$ cat src/rtl/rip_lsu.sv
`default_nettype none
// ============================================================================
// Module   : rip_lsu
// Brief    : RV32I load/store unit. Steers byte lanes, replicates store data,
//            extracts and extends load data, detects misaligned and illegal
//            operations, aborts on a bus timeout and drains flushed loads.
// Revision : 1.0 - initial release
// ============================================================================
module rip_lsu #(
    parameter int TIMEOUT_CYCLES = 64,
    parameter int CNT_W          = 8
) (
    input  logic        clk,
    input  logic        rst,
    input  logic        req_valid,
    output logic        req_ready,
    input  logic        req_store,
    input  logic [2:0]  req_funct3,
    input  logic [31:0] req_addr,
    input  logic [31:0] req_wdata,
    input  logic        flush,
    output logic        mem_req,
    output logic        mem_we,
    output logic [31:0] mem_addr,
    output logic [3:0]  mem_be,
    output logic [31:0] mem_wdata,
    input  logic        mem_gnt,
    input  logic        mem_rvalid,
    input  logic [31:0] mem_rdata,
    output logic        resp_valid,
    output logic [31:0] resp_rdata,
    output logic        resp_err,
    output logic [1:0]  resp_cause
);

    typedef enum logic [2:0] {
        S_IDLE  = 3'd0,
        S_REQ   = 3'd1,
        S_WAIT  = 3'd2,
        S_DRAIN = 3'd3,
        S_DONE  = 3'd4
    } state_t;

    localparam logic [1:0] c_CAUSE_NONE = 2'd0;
    localparam logic [1:0] c_CAUSE_MIS  = 2'd1;
    localparam logic [1:0] c_CAUSE_ILL  = 2'd2;
    localparam logic [1:0] c_CAUSE_TMO  = 2'd3;

    state_t             r_state;
    state_t             w_state_nxt;
    logic               r_store;
    logic [2:0]         r_funct3;
    logic [31:0]        r_addr;
    logic [3:0]         r_be;
    logic [31:0]        r_wdata;
    logic [CNT_W-1:0]   r_cnt;
    logic [31:0]        r_resp_rdata;
    logic               r_resp_err;
    logic [1:0]         r_resp_cause;

    logic               w_accept;
    logic               w_illegal;
    logic               w_misaligned;
    logic [3:0]         w_be;
    logic [31:0]        w_wdata_rep;
    logic [CNT_W-1:0]   w_cnt_inc;
    logic               w_timeout;
    logic [31:0]        w_shift;
    logic [31:0]        w_load_data;
    logic               w_set_resp;
    logic [31:0]        w_resp_rdata_nxt;
    logic               w_resp_err_nxt;
    logic [1:0]         w_resp_cause_nxt;

    // A flush in the same cycle blocks acceptance; req_ready itself stays a pure state decode.
    assign w_accept  = req_valid && (r_state == S_IDLE) && !flush;
    assign w_cnt_inc = r_cnt + CNT_W'(1);
    // Fires on the cycle that completes TIMEOUT_CYCLES counted cycles.
    assign w_timeout = (TIMEOUT_CYCLES != 0) && (w_cnt_inc >= CNT_W'(TIMEOUT_CYCLES));
    assign w_shift   = mem_rdata >> {r_addr[1:0], 3'b000};

    // Decode illegal/misaligned conditions, byte enables and replicated store data of the offered op.
    always_comb begin
        w_illegal    = 1'b0;
        w_misaligned = 1'b0;
        w_be         = 4'b1111;
        w_wdata_rep  = req_wdata;
        if (req_store) begin
            w_illegal = (req_funct3 >= 3'd3);
        end else begin
            w_illegal = (req_funct3 == 3'd3) || (req_funct3 == 3'd6) || (req_funct3 == 3'd7);
        end
        case (req_funct3[1:0])
            2'b00: begin
                w_be        = 4'b0001 << req_addr[1:0];
                w_wdata_rep = {4{req_wdata[7:0]}};
            end
            2'b01: begin
                w_be         = 4'b0011 << req_addr[1:0];
                w_wdata_rep  = {2{req_wdata[15:0]}};
                w_misaligned = req_addr[0];
            end
            default: begin
                w_be         = 4'b1111;
                w_wdata_rep  = req_wdata;
                w_misaligned = (req_addr[1:0] != 2'b00);
            end
        endcase
    end

    // Extract the addressed lane from the read word and sign/zero extend it.
    always_comb begin
        w_load_data = w_shift;
        case (r_funct3)
            3'd0:    w_load_data = {{24{w_shift[7]}}, w_shift[7:0]};
            3'd1:    w_load_data = {{16{w_shift[15]}}, w_shift[15:0]};
            3'd4:    w_load_data = {24'd0, w_shift[7:0]};
            3'd5:    w_load_data = {16'd0, w_shift[15:0]};
            default: w_load_data = w_shift;
        endcase
    end

    // Next-state and response capture; flush outranks gnt, rvalid and timeout.
    always_comb begin
        w_state_nxt      = r_state;
        w_set_resp       = 1'b0;
        w_resp_rdata_nxt = 32'd0;
        w_resp_err_nxt   = 1'b0;
        w_resp_cause_nxt = c_CAUSE_NONE;
        case (r_state)
            S_IDLE: begin
                if (w_accept) begin
                    if (w_illegal || w_misaligned) begin
                        w_state_nxt      = S_DONE;
                        w_set_resp       = 1'b1;
                        w_resp_err_nxt   = 1'b1;
                        w_resp_cause_nxt = w_illegal ? c_CAUSE_ILL : c_CAUSE_MIS;
                    end else begin
                        w_state_nxt = S_REQ;
                    end
                end
            end
            S_REQ: begin
                if (flush) begin
                    // A granted load still owes a read beat that must be swallowed.
                    w_state_nxt = (mem_gnt && !r_store) ? S_DRAIN : S_IDLE;
                end else if (mem_gnt) begin
                    if (r_store) begin
                        w_state_nxt = S_DONE;
                        w_set_resp  = 1'b1;
                    end else begin
                        w_state_nxt = S_WAIT;
                    end
                end else if (w_timeout) begin
                    w_state_nxt      = S_DONE;
                    w_set_resp       = 1'b1;
                    w_resp_err_nxt   = 1'b1;
                    w_resp_cause_nxt = c_CAUSE_TMO;
                end
            end
            S_WAIT: begin
                if (flush) begin
                    // If the beat lands with the flush it is discarded here; nothing left to drain.
                    w_state_nxt = mem_rvalid ? S_IDLE : S_DRAIN;
                end else if (mem_rvalid) begin
                    w_state_nxt      = S_DONE;
                    w_set_resp       = 1'b1;
                    w_resp_rdata_nxt = w_load_data;
                end else if (w_timeout) begin
                    w_state_nxt      = S_DONE;
                    w_set_resp       = 1'b1;
                    w_resp_err_nxt   = 1'b1;
                    w_resp_cause_nxt = c_CAUSE_TMO;
                end
            end
            S_DRAIN: begin
                if (mem_rvalid || w_timeout) begin
                    w_state_nxt = S_IDLE;
                end
            end
            S_DONE: begin
                w_state_nxt = S_IDLE;
            end
            default: begin
                w_state_nxt = S_IDLE;
            end
        endcase
    end

    // State register.
    always_ff @(posedge clk or posedge rst) begin
        if (rst) begin
            r_state <= S_IDLE;
        end else begin
            r_state <= w_state_nxt;
        end
    end

    // Capture the accepted operation; these fields drive the memory port while in REQ.
    always_ff @(posedge clk or posedge rst) begin
        if (rst) begin
            r_store  <= 1'b0;
            r_funct3 <= 3'd0;
            r_addr   <= 32'd0;
            r_be     <= 4'd0;
            r_wdata  <= 32'd0;
        end else if (w_accept) begin
            r_store  <= req_store;
            r_funct3 <= req_funct3;
            r_addr   <= req_addr;
            r_be     <= w_be;
            r_wdata  <= w_wdata_rep;
        end
    end

    // Timeout counter: idle clears it, so it starts from zero on every entry to REQ.
    always_ff @(posedge clk or posedge rst) begin
        if (rst) begin
            r_cnt <= '0;
        end else if (r_state == S_IDLE) begin
            r_cnt <= '0;
        end else if ((r_state == S_REQ) || (r_state == S_WAIT) || (r_state == S_DRAIN)) begin
            r_cnt <= w_cnt_inc;
        end
    end

    // Response fields update only when entering DONE and hold until the next one.
    always_ff @(posedge clk or posedge rst) begin
        if (rst) begin
            r_resp_rdata <= 32'd0;
            r_resp_err   <= 1'b0;
            r_resp_cause <= 2'd0;
        end else if (w_set_resp) begin
            r_resp_rdata <= w_resp_rdata_nxt;
            r_resp_err   <= w_resp_err_nxt;
            r_resp_cause <= w_resp_cause_nxt;
        end
    end

    assign req_ready  = (r_state == S_IDLE);
    assign mem_req    = (r_state == S_REQ);
    assign mem_we     = r_store;
    assign mem_addr   = {r_addr[31:2], 2'b00};
    assign mem_be     = r_be;
    assign mem_wdata  = r_wdata;
    // A flush during DONE suppresses the completion pulse.
    assign resp_valid = (r_state == S_DONE) && !flush;
    assign resp_rdata = r_resp_rdata;
    assign resp_err   = r_resp_err;
    assign resp_cause = r_resp_cause;

endmodule
`default_nettype wire
$ cat config.mk
export PLATFORM = sky130hd
export DESIGN_NAME = rip_lsu
export DESIGN_NICKNAME = d
export VERILOG_FILES = /design/src/rtl/rip_lsu.sv
export SDC_FILE = /design/constraint.sdc
export NUM_CORES = 1
export LEC_CHECK = 0
export ABC_CLOCK_PERIOD_IN_PS = 4000
export BUFFER_PORTS_ARGS = -buffer_cell sky130_fd_sc_hd__buf_2
export CAP_MARGIN = 10
export CORE_AREA = 2 2 121 123
export DETAILED_ROUTE_END_ITERATION = 8
export DIE_AREA = 0 0 123 125
export HOLD_SLACK_MARGIN = 0.08
export PLACE_DENSITY = 0.79
export SYNTH_ARGS = -nofsm -noshare
export SYNTH_HDL_FRONTEND = slang
export SYNTH_SLANG_ARGS = --single-unit
$ cat constraint.sdc
create_clock -name clk -period 4 [get_ports clk]
set_clock_uncertainty 0.05 [all_clocks]
set_input_delay 0.2 -clock clk [delete_from_list [all_inputs] [get_ports clk]]
set_output_delay 0.2 -clock clk [all_outputs]
set_load 0.05 [all_outputs]
# [Word-level counts from Yosys, hierarchy flattened]
# Cells that the tools add are included.
[totals] reg_bits=118 inputBits=106
[op_classes] shifts=3 mux=45 order_cmp=2 n_eq_ne=13 add_sub_neg=1 reduce_logical=18
[op_table] cell="$pmux W32 S4" count=1
[op_table] cell="$mux W32" count=3
[op_table] cell="$pmux W32 S2" count=1
[op_table] cell="$shr A32 B5 Y32" count=1
[op_table] cell="$mux W3" count=9
[op_table] cell="$mux W2" count=10
[op_table] cell="$mux W8" count=2
[op_table] cell="$eq A3 B3 Y1 const B" count=5
[op_table] cell="$mux W1" count=13
[op_table] cell="$pmux W3 S4" count=1
[op_table] cell="$eq A3 B2 Y1 const B" count=3
[op_table] cell="$add A8 B1 Y8 const B" count=1
[op_table] cell="$ge A8 B7 Y1 const B" count=1
[op_table] cell="$pmux W4 S2" count=1
[op_table] cell="$eq A3 B1 Y1 const B" count=2
[op_table] cell="$logic_not A3 Y1" count=2
[op_table] cell="$logic_or A1 B1 Y1" count=6
[op_table] cell="$pmux W1 S3" count=2
[op_table] cell="$pmux W2 S3" count=1
[op_table] cell="$logic_and A1 B1 Y1" count=4
[op_table] cell="$reduce_bool A2 Y1" count=2
[op_table] cell="$shl A1 B2 Y4 const A" count=1
[op_table] cell="$shl A2 B2 Y4 const A" count=1
[op_table] cell="$ge A3 B2 Y1 const B" count=1
[op_table] cell="other kinds (7)" count=8

# [Logic depth before layout (Yosys ltp)]
[logic_depth] ltp_word=8 mapped_depth=8

# [Worst setup path after synthesis]
# No wires, ideal clock.
[synth_timing] path_kind="register to register" from="reg r_state[0]" to="reg r_state[0]" setup_slack_ns=1.287 path_buffers=1 arrival_ns=2.591 synth_period_minus_slack_ns=2.713 path_stages_with_launch=7 required_ns=3.878 cell_sequence="dfrtp_1 -> clkbuf_1 -> nor3_1 -> o21ai_0 -> a31oi_1 -> a22oi_1 -> nor2_1"
[synth_via] elab_chain_cells=5 word_cells_on_any_way=15 cone_classes="eq/ne (5); mux (6); reduce/logical (4)"
[synth_lines] element="from (decl)" line_no="49" source="state_t r_state;"
[synth_lines] element="from (signal assigned)" line_no="195" source="r_state <= w_state_nxt;"
[synth_lines] element="$logic_not A3 Y1 *"
[synth_lines] element="net req_ready" line_no="16" source="output logic req_ready,"
[synth_lines] element="$logic_and A1 B1 Y1 (2 in a row)" line_no="76" source="assign w_accept = req_valid && (r_state == S_IDLE) && !flush;"
[synth_lines] element="$ne A2 B1 Y1 (no source line)"
[synth_lines] element="$reduce_and A2 Y1 (no source line)"
# Mark *: on every way through the listed nets, which the timed path passes. The rest lies on a longest branch.
# A chain may end at the register's enable or synchronous reset.

# [Worst setup path after layout]
[layout_timing] from="reg r_state[2]" to="reg r_resp_rdata[31] (netlist: resp_rdata[31])"
[layout_via] elab_chain_cells=5 word_cells_on_any_way=8 cone_classes="eq/ne (2); mux (3); reduce/logical (3)"
[layout_lines] element="$logic_not A3 Y1" line_no="76, 130"
[layout_lines] element="$logic_and A1 B1 Y1 (2 in a row)" line_no="76"
[layout_lines] element="$mux W1" line_no="132" source="if (w_accept) begin"
[layout_lines] element="$pmux W1 S3" line_no="130" source="case (r_state)"
[layout_lines] element="to (signal assigned)" line_no="234" source="r_resp_rdata <= w_resp_rdata_nxt;"
[layout_lines] element="to (decl)" line_no="57" source="logic [31:0] r_resp_rdata;"
# Several ways; a longest one is shown, not always the timed one.

==> tab_implementation.tex <==
\begin{tabular}{lr}
\hline
Metric & Value \\
\hline
\multicolumn{2}{l}{\textbf{Power and ir drop}} \\
Switching share of total power & 34.62\% \\
Peak supply drop & 0.3172 mV \\
Power, Total & 4.115 mW \\
Int Pwr & 2.690 mW \\
Relative contribution of sequential cells to total power & 34.6\% \\
Power share of the clock group & 38.0\% \\
Net switching component of the power & 1.425 mW \\
Power density relative to cell area & 493.6 mW/mm² \\
Combinational cell fraction of total power & 27.4\% \\
Static Leak & 4.162 nW \\
\multicolumn{2}{l}{\textbf{Route}} \\
Via count & 5711 \\
Number of DRC violations after detailed routing & 0 \\
Total wire length & 18090 µm \\
Count of nets left with antenna violations after detail routing & 0 \\
Average wire per standard cell & 16.90 µm \\
Router iterations before antenna repair & 4 \\
Drt via density & 5.337 \\
Number of DRC markers after the initial detailed-route iteration & 302 \\
\multicolumn{2}{l}{\textbf{Yosys}} \\
Flip-flop and latch count after synthesis & 118 \\
Post-synthesis cell area & 0.006182 mm² \\
Synthesized-area fraction occupied by xor and xnor cells & 0.5667\% \\
Synthesized-area fraction occupied by ao, oa, aoi and oai cells & 16.90\% \\
Post-synthesis instance total & 648 \\
Post-synthesis async set-or-reset flop share & 100.0\% \\
Share of synthesized area spent on multiplexers & 10.85\% \\
Most frequently used flop master after synthesis & sky130\_fd\_sc\_hd\_\_dfrtp\_1 \\
Post-Synth Adder-Cell Area & 0.2024\% \\
Area fraction in and, or, nand and nor cells after synthesis & 15.87\% \\
Yosys cell types & 61 \\
Largest family of logic cells by synthesized area & compound AO/OA/AOI/OAI gates \\
Number of synthesized flops with an enable pin & 0 \\
Syn. warnings & 0 \\
Share of synthesized area occupied by flip-flops and latches & 47.76\% \\
Avg Synthesized Cell Area & 9.540 µm² \\
\multicolumn{2}{l}{\textbf{Worst setup path}} \\
Count of cells along the worst register-to-register path & 4 \\
Worst setup slack for register-to-register paths & 1.41 ns \\
Reg2reg start & r\_state[2] \\
Critical path launch point type & flip-flop \\
Capturing point of the worst reg2reg path & resp\_rdata[31] \\
Critical-path maximum fanout & 20 \\
Destination of the critical timing path & resp\_rdata[31] \\
Critical path data required time & 4.21 ns \\
Worst setup path startpoint & r\_state[2] \\
Worst EP arrival & 2.80 ns \\
Worst setup path class & flip-flop to flip-flop \\
Type of destination of the critical path & flip-flop \\
\multicolumn{2}{l}{\textbf{STA}} \\
Transition time at the pin with the least slew margin & 0.7714 ns \\
WHS & 0.08227 ns \\
Post-Route Setup TNS & 0 ns \\
Setup-failing EPs final & 0 \\
Worst slew margin relative to its limit & 48.58\% \\
Final hold vios & 0 \\
Pins over their slew limit & 0 \\
Final worst-path setup slack & 1.412 ns \\
Minimum period implied by the final worst setup slack & 2.588 ns \\
Unrepaired setup endpoints after global routing & false \\
Period utilization & 64.70\% \\
Maximum clock frequency & 386.4 MHz \\
\multicolumn{2}{l}{\textbf{Clock network}} \\
Number of buffers created by CTS & 17 \\
TritonCTS clock tree & built \\
Clock Tree Root & sky130\_fd\_sc\_hd\_\_clkbuf\_16 \\
Number of buffers on the longest clock path & 2 \\
Worst-path clk slew & 0.06 ns \\
Clock Sink Count & 118 \\
Clock network latency to the later pin of the worst-skew pair & 0.40 ns \\
Clock H-tree levels & 4 \\
Gates resized, CTS repair & 0 \\
\multicolumn{2}{l}{\textbf{Run}} \\
Max-cap viol count & 0 \\
\multicolumn{2}{l}{\textbf{Placed design}} \\
GPL Wtd Cong & 0.7981 \\
Dpl cells & 975 \\
Number of port buffers & 210 \\
Area after detailed placement & 0.007087 mm² \\
Final HPWL DP & 11440 µm \\
Worst slack at placement & 1.453 ns \\
\multicolumn{2}{l}{\textbf{Min path}} \\
Class of the most critical hold timing path & input pin to flip-flop \\
Worst min-delay path startpoint & req\_wdata[24] \\
\multicolumn{2}{l}{\textbf{Floorplanning}} \\
Row count & 44 \\
Floorplan die area & 0.01538 mm² \\
Overall die height & 125 µm \\
Floorplan die width & 123 µm \\
Core outline area & 0.01420 mm² \\
IO Pins & 213 \\
Initial standard-cell utilization of the core & 43.53\% \\
\multicolumn{2}{l}{\textbf{Run status}} \\
Status & finished, final reports clean \\
\multicolumn{2}{l}{\textbf{Cells and area}} \\
Finished Layout Cells & 1070 \\
Fill cell total of the finished layout & 1187 \\
Antenna cell count & 0 \\
Share of post-route cells with drive strength above 1 & 33.97\% \\
Nets & 981 \\
Layout area overhead & 34.85\% \\
Final core utilization & 58.69\% \\
Total non-filler cell area in the finished layout & 0.008337 mm² \\
\multicolumn{2}{l}{\textbf{Global route}} \\
Number of antenna violations at the first check in global routing & 0 \\
Maximum number of pins on one net before global-route repair & 71 \\
Combined global-route utilization of all metal layers & 24.05\% \\
Residual overflow from global routing & 0 \\
Wire length of the first global-routing pass & 29080 µm \\
Number of global-route vias before repair & 5941 \\
\hline
\end{tabular}
[cells in the final DEF, fill, tap and decap left out, types with 2 or more instances in the layout]
| cell | count |
|---|---|
| sky130_fd_sc_hd__dlygate4sd3_1 | 64 |
| sky130_fd_sc_hd__and2_1 | 2 |
| sky130_fd_sc_hd__o41ai_1 | 2 |
| sky130_fd_sc_hd__or2_2 | 2 |
| sky130_fd_sc_hd__xnor2_1 | 3 |
| sky130_fd_sc_hd__clkbuf_1 | 2 |
| sky130_fd_sc_hd__a311o_1 | 2 |
| sky130_fd_sc_hd__a21oi_1 | 26 |
| sky130_fd_sc_hd__mux2i_1 | 40 |
| sky130_fd_sc_hd__o21ai_0 | 60 |
| sky130_fd_sc_hd__nand3_1 | 2 |
| sky130_fd_sc_hd__mux2_2 | 20 |
| sky130_fd_sc_hd__nor2_1 | 27 |
| sky130_fd_sc_hd__bufinv_16 | 3 |
| sky130_fd_sc_hd__o22ai_2 | 16 |
| sky130_fd_sc_hd__buf_4 | 8 |
| sky130_fd_sc_hd__o32ai_1 | 8 |
| sky130_fd_sc_hd__dfrtp_1 | 118 |
| sky130_fd_sc_hd__clkbuf_16 | 17 |
| sky130_fd_sc_hd__inv_1 | 5 |
| sky130_fd_sc_hd__nor3b_1 | 2 |
| sky130_fd_sc_hd__nand2b_1 | 2 |
| sky130_fd_sc_hd__a21boi_0 | 8 |
| sky130_fd_sc_hd__conb_1 | 2 |
| sky130_fd_sc_hd__buf_2 | 210 |
| sky130_fd_sc_hd__nand2_1 | 171 |
| sky130_fd_sc_hd__nor2b_1 | 5 |
| sky130_fd_sc_hd__and3_4 | 2 |
| sky130_fd_sc_hd__nor4b_1 | 2 |
| sky130_fd_sc_hd__clkbuf_8 | 4 |
| sky130_fd_sc_hd__nor3_1 | 4 |
| sky130_fd_sc_hd__o31ai_1 | 2 |
| sky130_fd_sc_hd__o211ai_1 | 2 |
| sky130_fd_sc_hd__a32o_1 | 7 |
| sky130_fd_sc_hd__clkinv_2 | 3 |
[power by group through the flow]
stage | clock network, mW | logic (mW) | registers, mW
after floorplan | 0 | 0.638 | 1.66
after global placement | 0 | 1.06 | 1.43
after detailed placement | 0 | 1.07 | 1.44
after CTS | 1.59 | 1.12 | 1.42
after global routing | 1.65 | 1.20 | 1.44
final | 1.56 | 1.13 | 1.43
[how the worst min path moves through the flow]
| stage | to | slack [ns] | cells after the start |
|---|---|---|---|
| final | mem_wdata[24] | 0.08 | 3 |
| after global routing | mem_wdata[24] | 0.09 | 3 |
| after CTS | mem_wdata[24] | 0.08 | 3 |
| after detailed placement | r_addr[27] | 0.21 | 2 |
| after global placement | r_addr[28] | 0.21 | 2 |
| after floorplan | r_addr[10] | 0.26 | 2 |
[state kept, by name, summed over array words and instances (netlist names)]
signal,count
resp_cause,2
r_cnt,8
resp_err,1
r_addr,32
mem_wdata,32
mem_we,1
resp_rdata,32
mem_be,4
r_funct3,3
r_state,3
[layout make-up]
cell class / instances / area, µm² / area share [%]
tap: 184 / 230.2 / 2.762
multi-input combinational: 448 / 2764 / 33.15
sequential: 118 / 2953 / 35.42
timing repair buffer: 282 / 1752 / 21.01
inverter: 7 / 28.78 / 0.3452
clock inverter: 8 / 121.4 / 1.456
clock buffer: 23 / 488.0 / 5.853
[kinds of logic (layout without fill, tap and decap cells)]
| family | count (synthesis) | after routing |
|---|---|---|
| AO/OA/AOI/OAI | 148 | 148 |
| XOR/XNOR | 4 | 4 |
| adder cells (fa/ha/maj) | 1 | 1 |
| buffers and inverters | 83 | 320 |
| flip-flops | 118 | 118 |
| multiplexers | 62 | 62 |
| other | 1 | 2 |
| AND/OR/NAND/NOR | 231 | 231 |
[Yosys cell counts (all sizes together) (3+ instances only)]
cell,count,share of area [%]
a21boi,8,0.97
a21oi,27,2.4
a32o,7,1.1
and3,4,0.59
buf,51,5.8
clkbuf,25,1.5
dfrtp,118,48
inv,7,0.42
mux2,20,3.6
mux2i,41,6.8
nand2,172,10
nand3,3,0.24
nor2,28,1.7
nor2b,5,0.51
nor3,4,0.32
nor4b,3,0.53
o21ai,60,4.9
o22ai,17,3.3
o32ai,8,1.1
xnor2,3,0.43
[metal layers]
layer  track usage, %  part of all wire (%)  up-vias
met3            6.432                   6.9       47
met5                0                     0        -
met2            40.27                    49      269
met1            29.06                    41     2737
met4            10.09                   3.3        0
li1                 -                     -     2658
[critical path, cell delays in order, from the launching register on]
cell                      delay [ns]
sky130_fd_sc_hd__dfrtp_1        0.58
sky130_fd_sc_hd__nor4b_2        0.59
sky130_fd_sc_hd__a32o_1         0.72
sky130_fd_sc_hd__buf_4          0.36
sky130_fd_sc_hd__o32ai_1        0.14
[repair_timing]
item	CTS	global route
endpoints found under the hold margin	97	0
hold buffers	64	0
setup buffers	0	0
Power figures use the tool's default switching activity.
